<file path="src/rtl/seq_det_pkg.sv">
// Shared definitions for the sequence-detector controller: state encoding
// and the serial line level used whenever no word bit is being sent.
package seq_det_pkg;

  // One-hot controller states
  typedef enum logic [3:0] {
    ST_IDLE   = 4'b0001,
    ST_SHIFT  = 4'b0010,
    ST_DRAIN  = 4'b0100,
    ST_REPORT = 4'b1000
  } state_t;

  // Level driven on det_din outside of a scan (and shifted into the PISO tail)
  localparam logic DET_IDLE_BIT = 1'b1;

endpackage

</file>
<file path="src/rtl/seq_det_piso.sv">
// Parallel-in/serial-out register feeding the detector.
// The first stream bit is taken straight from the load data so the parent
// can register it at the accept edge; the register is loaded pre-shifted,
// so its head always holds the bit that goes out on the following cycle.
// idx counts the bit currently on the line and parks at W-1 on the last bit.
module seq_det_piso
  import seq_det_pkg::*;
#(
  parameter int  W         = 16,
  parameter bit  MSB_FIRST = 1'b1,
  localparam int IW        = $clog2(W)
) (
  input  logic          clk,
  input  logic          rst_n,
  input  logic          load,
  input  logic          shift,
  input  logic [W-1:0]  din,
  output logic          first_bit,
  output logic          next_bit,
  output logic [IW-1:0] idx,
  output logic          last
);

  logic [W-1:0]  sr_q, sr_d;
  logic [IW-1:0] idx_q, idx_d;
  logic [W-1:0]  load_val;
  logic [W-1:0]  shift_val;

  // Bit order selection: MSB-first shifts left, LSB-first shifts right
  if (MSB_FIRST) begin : g_msb
    assign first_bit = din[W-1];
    assign next_bit  = sr_q[W-1];
    assign load_val  = {din[W-2:0], DET_IDLE_BIT};
    assign shift_val = {sr_q[W-2:0], DET_IDLE_BIT};
  end else begin : g_lsb
    assign first_bit = din[0];
    assign next_bit  = sr_q[0];
    assign load_val  = {DET_IDLE_BIT, din[W-1:1]};
    assign shift_val = {DET_IDLE_BIT, sr_q[W-1:1]};
  end

  assign idx  = idx_q;
  assign last = (idx_q == IW'(W - 1));

  // Next-state for shift register and bit index
  always_comb begin
    sr_d  = sr_q;
    idx_d = idx_q;
    if (load) begin
      sr_d  = load_val;
      idx_d = '0;
    end else if (shift) begin
      sr_d  = shift_val;
      idx_d = idx_q + IW'(1);
    end
  end

  // Register state
  always_ff @(posedge clk or negedge rst_n) begin
    if (!rst_n) begin
      sr_q  <= {W{DET_IDLE_BIT}};
      idx_q <= '0;
    end else begin
      sr_q  <= sr_d;
      idx_q <= idx_d;
    end
  end

endmodule

</file>
<file path="src/rtl/seq_det_ctrl.sv">
// Sequencing controller for the serial 0101_0101 pattern detector.
// Accepts a word, streams it into the detector one bit per cycle, counts the
// detector's flags (which lag their bit by one cycle) and reports the hit
// count and first-hit index. The detector is held in reset outside a scan so
// each word starts from a clean detector state. det_rst/det_din are flops so
// the detector's async reset never sees combinational glitches.
module seq_det_ctrl
  import seq_det_pkg::*;
#(
  parameter int  W         = 16,
  parameter bit  MSB_FIRST = 1'b1,
  localparam int CW        = $clog2(W + 1),
  localparam int IW        = $clog2(W)
) (
  input  logic          clk,
  input  logic          rst_n,
  input  logic          in_valid,
  output logic          in_ready,
  input  logic [W-1:0]  in_data,
  input  logic          abort,
  output logic          out_valid,
  input  logic          out_ready,
  output logic [CW-1:0] out_hits,
  output logic [IW-1:0] out_first,
  output logic          out_any,
  output logic          busy,
  output logic          det_rst,
  output logic          det_din,
  input  logic          det_flag
);

  state_t        state_q, state_d;
  logic          det_rst_q, det_rst_d;
  logic          det_din_q, det_din_d;
  logic [CW-1:0] hits_q, hits_d;
  logic [IW-1:0] first_q, first_d;
  logic          any_q, any_d;

  logic          piso_load, piso_shift;
  logic          first_bit, next_bit, last_bit;
  logic [IW-1:0] bit_idx;

  logic          accept;
  logic          scanning;
  logic          abort_scan;
  logic          samp_vld;
  logic [IW-1:0] samp_idx;

  seq_det_piso #(
    .W         (W),
    .MSB_FIRST (MSB_FIRST)
  ) u_piso (
    .clk       (clk),
    .rst_n     (rst_n),
    .load      (piso_load),
    .shift     (piso_shift),
    .din       (in_data),
    .first_bit (first_bit),
    .next_bit  (next_bit),
    .idx       (bit_idx),
    .last      (last_bit)
  );

  assign accept     = (state_q == ST_IDLE) && in_valid;
  assign scanning   = (state_q == ST_SHIFT) || (state_q == ST_DRAIN);
  assign abort_scan = scanning && abort;

  // Next state, detector controls and PISO strobes
  always_comb begin
    state_d    = state_q;
    det_rst_d  = det_rst_q;
    det_din_d  = DET_IDLE_BIT;
    piso_load  = 1'b0;
    piso_shift = 1'b0;
    case (state_q)
      ST_IDLE: begin
        det_rst_d = 1'b1;
        if (in_valid) begin
          // Release the detector and put bit 0 on the line at the same edge
          piso_load = 1'b1;
          det_rst_d = 1'b0;
          det_din_d = first_bit;
          state_d   = ST_SHIFT;
        end
      end
      ST_SHIFT: begin
        det_rst_d = 1'b0;
        if (abort) begin
          det_rst_d = 1'b1;
          state_d   = ST_IDLE;
        end else if (last_bit) begin
          state_d = ST_DRAIN;
        end else begin
          piso_shift = 1'b1;
          det_din_d  = next_bit;
        end
      end
      ST_DRAIN: begin
        // The last flag arrives this cycle; the detector is reset afterwards
        det_rst_d = 1'b1;
        state_d   = abort ? ST_IDLE : ST_REPORT;
      end
      ST_REPORT: begin
        det_rst_d = 1'b1;
        if (out_ready) state_d = ST_IDLE;
      end
      default: begin
        det_rst_d = 1'b1;
        state_d   = ST_IDLE;
      end
    endcase
  end

  // Flag sample qualification: in SHIFT the flag belongs to the previous
  // bit (nothing to sample on bit 0); in DRAIN it belongs to bit W-1, where
  // the PISO index has parked.
  always_comb begin
    samp_vld = ((state_q == ST_SHIFT) && (bit_idx != '0)) ||
               (state_q == ST_DRAIN);
    samp_idx = (state_q == ST_DRAIN) ? bit_idx : (bit_idx - IW'(1));
  end

  // Hit counter and first-hit latch
  always_comb begin
    hits_d  = hits_q;
    first_d = first_q;
    any_d   = any_q;
    if (accept || abort_scan) begin
      hits_d  = '0;
      first_d = '0;
      any_d   = 1'b0;
    end else if (samp_vld && det_flag) begin
      hits_d = hits_q + CW'(1);
      if (!any_q) begin
        first_d = samp_idx;
        any_d   = 1'b1;
      end
    end
  end

  // State, detector drive and result registers
  always_ff @(posedge clk or negedge rst_n) begin
    if (!rst_n) begin
      state_q   <= ST_IDLE;
      det_rst_q <= 1'b1;
      det_din_q <= DET_IDLE_BIT;
      hits_q    <= '0;
      first_q   <= '0;
      any_q     <= 1'b0;
    end else begin
      state_q   <= state_d;
      det_rst_q <= det_rst_d;
      det_din_q <= det_din_d;
      hits_q    <= hits_d;
      first_q   <= first_d;
      any_q     <= any_d;
    end
  end

  assign in_ready  = (state_q == ST_IDLE);
  assign out_valid = (state_q == ST_REPORT);
  assign busy      = scanning;
  assign out_hits  = hits_q;
  assign out_first = first_q;
  assign out_any   = any_q;
  assign det_rst   = det_rst_q;
  assign det_din   = det_din_q;

endmodule

</file>
<file path="config.mk">
export PLATFORM = sky130hd
export DESIGN_NAME = seq_det_ctrl
export DESIGN_NICKNAME = d
export VERILOG_FILES = /design/src/rtl/seq_det_pkg.sv /design/src/rtl/seq_det_piso.sv /design/src/rtl/seq_det_ctrl.sv
export SDC_FILE = /design/constraint.sdc
export NUM_CORES = 1
export LEC_CHECK = 0
export CORE_AREA = 2 2 75 77
export DETAILED_ROUTE_END_ITERATION = 8
export DIE_AREA = 0 0 77 79
export GPL_TIMING_DRIVEN = 0
export HOLD_SLACK_MARGIN = 0.05
export PLACE_DENSITY_LB_ADDON = 0.12
export SYNTH_ARGS = -nofsm -noshare
export SYNTH_HDL_FRONTEND = slang
export SYNTH_HIERARCHICAL = 1
export SYNTH_SLANG_ARGS = --single-unit
</file>
<file path="constraint.sdc">
create_clock -name clk -period 2.6 [get_ports clk]
set_input_delay 0.52 -clock clk [delete_from_list [all_inputs] [get_ports clk]]
set_output_delay 0.52 -clock clk [all_outputs]
set_load 0.02 [all_outputs]
</file>
# Word level (Yosys, flattened, before mapping)

Index checks and enable logic that the tools add are counted.

Add/sub/neg operators: 3
Multiply operators: 0
Div/mod/pow operators: 0
Magnitude comparators: 0
Equality and inequality tests: 9
Shift-type cells: 0
Mux-type cells: 30
Bitwise operators: 0
Reduce and logical (&&, ||, !) cells: 12

Operators with widths:

| cell                                                                    | count |
|---|---|
| 4-bit two-way mux                                                       | 11 |
| 16-bit two-way mux                                                      | 2 |
| 4-bit one-hot mux with 4 select lines                                   | 1 |
| 1-bit two-way mux                                                       | 12 |
| 5-bit two-way mux                                                       | 2 |
| 4-bit equality test, second input constant                              | 2 |
| 5-bit by 1-bit adder with 5-bit output, second input constant           | 1 |
| 4-bit by 1-bit adder with 4-bit output, second input constant           | 1 |
| 4-bit by 1-bit equality test with 1-bit output, second input constant   | 1 |
| 4-bit by 2-bit equality test with 1-bit output, second input constant   | 1 |
| 4-bit by 3-bit equality test with 1-bit output, second input constant   | 1 |
| 1-bit logical AND                                                       | 4 |
| 2-bit by 1-bit inequality test with 1-bit output, second input constant | 2 |
| 1-bit one-hot mux with 2 select lines                                   | 2 |
| 2-bit nonzero test                                                      | 2 |
| 4-bit nonzero test                                                      | 1 |
| 4-bit by 1-bit subtractor with 4-bit output, second input constant      | 1 |
| 1-bit logical OR                                                        | 3 |
| 3-bit inequality test, second input constant                            | 1 |
| 3-bit AND reduction                                                     | 1 |
| 2-bit inequality test, second input constant                            | 1 |
| 2-bit AND reduction                                                     | 1 |

Register bits after elaboration: 36
Bits in latches: 0
RAM bits: 0
Memory bits (read-only): 0
Output and inout port bits: 15
Logic and storage cells: 62
Memories: 0

# Depth between registers and ports, before layout

Gate-level depths: netlist of run 1.

Depth in word-level cells: 6
Depth in mapped cells: 8

# Modules after synthesis

The synthesis of run 1 kept the hierarchy.

Modules (own cells, without submodules):

| module       | instances | cells each | area each (um^2) | sequential area each (um^2) |
|---|---|---|---|---|
| seq_det_piso | 1         | 84         | 913.4            | 494.2 |
| seq_det_ctrl | 1         | 94         | 890.9            | 404.1 |

# Worst setup path before layout of run 1

OpenSTA, ideal clock, no wires.

Path type: register to register
From: register state_q[0]
To: register u_piso.sr_q[10]
Arrival: 2.175 ns
Data required time: 2.509 ns
Path slack: 0.334 ns
Stages on the path, launching flop included: 7
Path buffers: 2
Clock period less this slack: 2.266 ns
Path through: dfstp_2 > nor4b_1 > nand2_1 > inv_1 > buf_2 > clkbuf_1 > o21ai_0

Longest elaborated chain between the ends: 3
Elaborated cells between the ends (all ways): 6
Those cells by class: eq/ne: 2; mux: 3; reduce/logical: 1

RTL lines:

| what                                                            | RTL line            | text |
|---|---|---|
| start: declaration                                              | seq_det_ctrl.sv:32  | `state_t state_q, state_d;` |
| start signal: assignment                                        | seq_det_ctrl.sv:151 | `state_q <= state_d;` |
| 4-bit by 1-bit equality test with 1-bit output (*)              | --                  |  |
| named net in_ready                                              | seq_det_ctrl.sv:18  | `output logic in_ready,` |
| 1-bit two-way mux (*)                                           | seq_det_ctrl.sv:75  | `case (state_q)` |
| 16-bit two-way mux / 2-bit nonzero test (equally long branches) | --                  |  |
| end signal: assignment                                          | seq_det_piso.sv:61  | `sr_q <= {W{DET_IDLE_BIT}};` |
| end signal: assignment                                          | seq_det_piso.sv:64  | `sr_q <= sr_d;` |
| end: declaration                                                | seq_det_piso.sv:24  | `logic [W-1:0] sr_q, sr_d;` |

Mark *: on every way through the listed nets, which the timed path passes. The rest lies on a longest branch.
A chain may end at the register's enable or synchronous reset.

# Final worst setup path of run 1

From: register state_q[1]
To: output port busy

Longest elaborated chain between the ends: 2
Elaborated cells between the ends (all ways): 3
Those cells by class: eq/ne: 2; reduce/logical: 1

RTL lines:

| what                                                                                                                    | RTL line           | text |
|---|---|---|
| 4-bit by 2-bit equality test with 1-bit output / 4-bit by 3-bit equality test with 1-bit output (equally long branches) | seq_det_ctrl.sv:65 | `assign scanning = (state_q == ST_SHIFT) \|\| (state_q == ST_DRAIN);` |
| 1-bit logical OR (*)                                                                                                    | seq_det_ctrl.sv:65 |  |
| end: declaration                                                                                                        | seq_det_ctrl.sv:26 | `output logic busy,` |

Mark *: on every way between the ends. The rest lies on a longest branch, timed or not.

==> results of run 1 <==
cell type report:
type / instances / area [um2] / share of cell area, %
Timing Repair Buffer: 35 / 345 / 14.9
Clock buffer: 8 / 80.1 / 3.45
Buffer: 11 / 75.1 / 3.24
Inverter: 7 / 26.3 / 1.13
Sequential cell: 35 / 898 / 38.7
Tap cell: 72 / 90.1 / 3.88
Multi-Input combinational cell: 125 / 805 / 34.7
stage by stage:
step           instance area [um2]  utilization [%]
3_3_place_gp                  2240             42.1
5_1_grt                       2320             43.5
4_1_cts                       2320             43.5
2_1_floorplan                 1800                -
3_5_place_dp                  2240             42.0
6_report                      2320             43.5
power groups by stage:
stage	Clock (uW)	Sequential [uW]	Combinational, uW
after floorplan	0	901	442
after global placement	0	894	675
after detailed placement	0	896	683
after CTS	388	888	685
after global routing	421	905	761
final	373	885	672
synthesized netlist by cell type, drive strengths merged (3+ instances only):
master and number:
nor4b 3, a21oi 11, nor2 10, ha 3, o21ai 18, or4 3
nand2 21, and3 3, inv 7, clkbuf 3, o31ai 4, buf 8
dfstp 18, xnor2 3, mux2i 16, dfrtp 17, nand3 7
logic make-up (layout without fill, tap and decap cells):
kind of cell	Yosys count	count (layout)	synth area share, %
fa+ha+maj	3	3	2.08
simple gates	60	60	17.5
compound gates	40	40	12.9
buf+inv	18	61	5.62
flops	35	35	49.8
xor+xnor	5	5	2.43
mux	17	17	9.71
registers in the layout, indices dropped and copies added, names as in the netlist:
name         count
out_hits         5
u_piso/sr_q     15
state_q          4
det_din          1
out_first        4
out_any          1
det_rst          1
u_piso/idx       4
routing by layer:
layer | global-route usage, % | up-vias | wire, um
li1 | - | 715 | -
met1 | 16.0 | 685 | 1630
met2 | 23.8 | 37 | 1920
met3 | 3.86 | 6 | 161
met4 | 4.82 | 0 | 57
met5 | 0 | - | 0
worst max path at each step:
stage	cells after the start	startpoint	endpoint
final	4	state_q[1]	busy
after global placement	1	rst_n	u_piso/idx[0]
after global routing	4	state_q[1]	busy
after CTS	3	state_q[1]	out_valid
after floorplan	6	state_q[0]	u_piso/sr_q[10]
after detailed placement	7	abort	u_piso/idx[3]
==> run_results.csv, run 1 <==
group,metric,value,unit
timing,tightest_slew,0.885,ns
die,start_util,33.8,%
clocking,clockBufferDepth,2,
finish,layout-drive-gt1-share,16.3,%
job,drv_cap,0,
grt,gr-total-overflow,0,
clocking,cts_hold_buffers,0,
worst_setup_path,cp_top_family,"buffers and inverters",
worst_setup_path,r2r_setup_slack,0.52,ns
pwr,power.internal,1280,uW
worst_setup_path,worst_path_max_delay_cell,"clkdlybuf4s50_1",
clocking,clkTransAtPathRegs,0.07,ns
finish,final_common_cell,"clkdlybuf4s50_1",
routing,wire_per_inst,12.9,um
clocking,clk_latency,0.28,ns
synth,synth.top_cell.area_share,26.2,%
routing,via_count,1443,
timing,holdWs,0.302,ns
worst_setup_path,path_cells,"buf_6, xor2_1, and2_1, clkdlybuf4s50_1",
routing,drc,0,
run_status,status,"finished, final reports clean",
pwr,p_leak,0.000928,uW
worst_setup_path,worstSetupPathType,"register to output pin",
synth,synth-async-reset-ratio,100,%
timing,rsz0062_at_grt,"no",
clocking,clock_tree.htree_level_count,2,
routing,vias_per_cell,4.92,
pwr,peakVddDrop,383,uV
clocking,post_cts_resized,0,
synth,syn_inst,178,
synth,synth_fp_nets,203,
clocking,cts_root_buf,"clkbuf_8",
worst_setup_path,cp-start-kind,"register",
pwr,p_total,1930,uW
synth,synth_top_area_cell,"dfstp_2",
finish,fillers,557,
timing,drv_slew,0,
worst_setup_path,cp.required,2.08,ns
worst_setup_path,regToRegStartpoint,"state_q[1]",
timing,fin_tns_setup,0,ns
clocking,cts_setup_buffers,0,
clocking,tritoncts,"yes",
pwr,p_comb_share,34.8,%
worst_setup_path,cp_num_buf_inv,2,
synth,ys.flop_type,"dfstp_2",
worst_setup_path,arrival,1.90,ns
synth,synth.distinct_cells,37,
synth,synth.avg_cell_area,10.1,um2
placement,numPortBuffers,35,
routing,wl,3770,um
timing,post-route-period-util,93.1,%
finish,nNetsFinal,245,
placement,hpwl,2720,um
synth,netlist_area,1800,um2
synth,synth_seq_area_share,49.8,%
timing,worst_slack,0.178,ns
grt,grt_start_max_net_pins,36,
die,die_area,6080,um2
finish,area_growth,28.6,%
die,fp.dieH,79,um
worst_setup_path,reg2reg_depth,6,
routing,dr.first_iter.drc_count,37,
clocking,cts.sinks,35,
routing,ant_nets,0,
placement,placed_cells,285,
worst_setup_path,worstPathMaxFanout,9,
timing,hold_viol,0,
timing,slew_headroom,40.2,%
pwr,sw_frac_of_total,33.5,%
clocking,cts-buffers-inserted,5,
die,ioPinCount,37,
die,die_w,77,um
timing,max_freq,413,MHz
worst_setup_path,cp-end-kind,"output pin",
worst_setup_path,critPathMaxStageDelay,0.62,ns
finish,layout_common_cells,"clkdlybuf4s50_1 (34), nand2_1 (21), dfstp_2 (18), dfrtp_1 (17), mux2i_1 (16)",
timing,period_minus_slack,2.42,ns
placement,globalplace.congestion,0.751,
timing,setup_violations,0,
die,rows,27,
grt,grt_pass1_vias,1429,
grt,grt_use_total,13.6,%
grt,antenna_found_initial,0,
timing,skew,0.00567,ns
synth,yosysWarnings,6,
finish,fin_cells,293,
synth,ys_ff_latch,35,
pwr,pwr-share-seq,45.9,%
routing,dr.pass1.iters,4,
synth,synth_edf_count,0,
hold_path,hold_path_class,"primary input to async pin",
grt,grt_pass1_wl,6570,um
die,core,5340,um2
synth,synth_area_leaders,"dfstp_2 (26%), dfrtp_1 (24%), mux2i_1 (8.9%)",
placement,place_ws,0.314,ns
pwr,cellPowerDensity,832,nW/um2
worst_setup_path,rr_endpoint,"out_hits[2]",
pwr,switchingPower,646,uW
finish,diodes,0,
pwr,clock_power_share,19.3,%
No activity file was read; power rests on OpenSTA's default activity.
==> inputs of run 2 (changes only) <==
--- a/config.mk
+++ b/config.mk
@@ -6,7 +6,7 @@
 export NUM_CORES = 1
 export LEC_CHECK = 0
-export CORE_AREA = 2 2 75 77
+export CORE_AREA = 2 2 67 69
 export DETAILED_ROUTE_END_ITERATION = 8
-export DIE_AREA = 0 0 77 79
+export DIE_AREA = 0 0 69 71
 export GPL_TIMING_DRIVEN = 0
 export HOLD_SLACK_MARGIN = 0.05
==> constraint.sdc (replaced) <==
create_clock -name clk -period 2.6 [get_ports clk]
set_input_delay 0.65 -clock clk [delete_from_list [all_inputs] [get_ports clk]]
set_output_delay 0.65 -clock clk [all_outputs]
set_load 0.02 [all_outputs]
==> run 2 against run 1 <==
Critical path depth down 2; design area down 0.43%; largest cell class unchanged; flip-flop and latch count unchanged; clock skew up 0.0040 ns.
==> run_results.csv, run 2 (same netlist as run 1, synthesis figures left out) <==
group,metric,value,unit
routing,wl,3590,um
finish,fillers,378,
timing,max_freq,398,MHz
die,core,4200,um2
timing,setup_violations,0,
routing,via_count,1399,
worst_setup_path,reg2reg_depth,6,
run_status,status,"finished, final reports clean",
clocking,clock_tree.htree_level_count,2,
worst_setup_path,cp-end-kind,"output pin",
hold_path,hold_path_class,"primary input to async pin",
worst_setup_path,worstPathMaxFanout,7,
timing,slew_headroom,37.8,%
timing,period_minus_slack,2.51,ns
die,fp.dieH,71,um
clocking,clk_latency,0.28,ns
routing,drc,0,
clocking,tritoncts,"yes",
placement,numPortBuffers,35,
grt,antenna_found_initial,0,
worst_setup_path,rr_endpoint,"out_hits[2]",
die,die_area,4900,um2
timing,rsz0062_at_grt,"no",
placement,hpwl,2640,um
worst_setup_path,cp-start-kind,"register",
routing,ant_nets,0,
clocking,cts.sinks,35,
die,ioPinCount,37,
routing,dr.first_iter.drc_count,102,
grt,grt_pass1_vias,1427,
pwr,cellPowerDensity,839,nW/um2
finish,area_growth,28.0,%
routing,wire_per_inst,13.2,um
worst_setup_path,arrival,1.86,ns
die,start_util,42.9,%
grt,grt_start_max_net_pins,36,
finish,nNetsFinal,245,
routing,vias_per_cell,5.12,
worst_setup_path,regToRegStartpoint,"state_q[1]",
pwr,p_total,1940,uW
clocking,clkTransAtPathRegs,0.07,ns
finish,final_common_cell,"clkdlybuf4s50_1",
placement,placed_cells,265,
timing,fin_tns_setup,0,ns
finish,layout-drive-gt1-share,17.6,%
job,drv_cap,0,
finish,largest-register,"u_piso/sr_q",
worst_setup_path,r2r_setup_slack,0.52,ns
clocking,cts-buffers-inserted,5,
die,rows,24,
worst_setup_path,cp.required,1.95,ns
pwr,peakVddDrop,420,uV
placement,globalplace.congestion,0.749,
timing,drv_slew,0,
die,die_w,69,um
grt,grt_use_total,15.8,%
timing,skew,0.00969,ns
worst_setup_path,startpoint,"state_q[0]",
clocking,cts_root_buf,"clkbuf_8",
grt,gr-total-overflow,0,
finish,layout_common_cells,"clkdlybuf4s50_1 (33), nand2_1 (21), dfstp_2 (18), dfrtp_1 (17), mux2i_1 (16)",
routing,dr.pass1.iters,4,
finish,fin_cells,273,
finish,diodes,0,
grt,grt_pass1_wl,6200,um
timing,tightest_slew,0.920,ns
timing,post-route-period-util,96.6,%
worst_setup_path,worstSetupPathType,"register to output pin",
pwr,p_leak,0.000949,uW
clocking,clockBufferDepth,2,
finish,largest_reg_flops,15,
timing,hold_viol,0,
worst_setup_path,worstSetupEndpoint,"in_ready",
## run 2: how the worst min path moves through the flow
| stage | cells past startpoint | slack [ns] | start | to |
|---|---|---|---|---|
| after floorplan | 0 | 0.35 | rst_n | out_any |
| after detailed placement | 1 | 0.52 | u_piso/sr_q[15] | det_din |
| after global routing | 1 | 0.51 | rst_n | out_first[1] |
| after global placement | 1 | 0.51 | u_piso/sr_q[15] | det_din |
| final | 1 | 0.44 | rst_n | out_first[1] |
| after CTS | 1 | 0.46 | rst_n | out_first[1] |
## run 2: metal layers
| layer | wire (um) | GRT usage [%] |
|---|---|---|
| met1 | 1610 | 18.1 |
| met2 | 1840 | 28.5 |
| met3 | 114 | 4.42 |
| met4 | 25 | 5.23 |
| met5 | 0 | 0 |
## run 2: area by class of cell
class | count | area (um2) | area share, %
plain buffers | 11 | 75.1 | 3.25
clock buffers | 6 | 72.6 | 3.14
clock inverters | 2 | 12.5 | 0.542
inverters | 7 | 26.3 | 1.14
multi-input cells | 125 | 812 | 35.2
flip-flops and latches | 35 | 898 | 38.9
well taps | 52 | 65.1 | 2.82
repair buffers | 35 | 348 | 15.1
## run 2: what timing repair did
action | in CTS | in global routing
resized for setup | 0 | 2
setup endpoints to repair | 0 | 2
buffers inserted | 0 | 0
hold buffers | 0 | 0
## run 2: power breakdown
| part | leakage (uW) | internal [uW] | switching, uW |
|---|---|---|---|
| Clock | 0.0000412 | 187 | 187 |
| Combinational | 0.000483 | 304 | 371 |
| Sequential | 0.000424 | 793 | 96.5 |
## run 2: critical path: stages (launching register included)
cell	delay, ns
dfstp_2	0.59
nor4b_1	0.33
clkdlybuf4s50_1	0.67
## run 2: stage by stage
stage / utilization (%) / hold slack, ns / worst slack, ns / instance area, um2
2_1_floorplan: - / 0.354 / 0.334 / 1800
3_3_place_gp: 52.8 / 0.506 / 0.157 / 2220
3_5_place_dp: 52.7 / 0.520 / 0.219 / 2210
4_1_cts: 54.7 / 0.465 / 0.0205 / 2300
5_1_grt: 54.9 / 0.510 / 0.00778 / 2310
6_report: 54.9 / 0.436 / 0.0872 / 2310
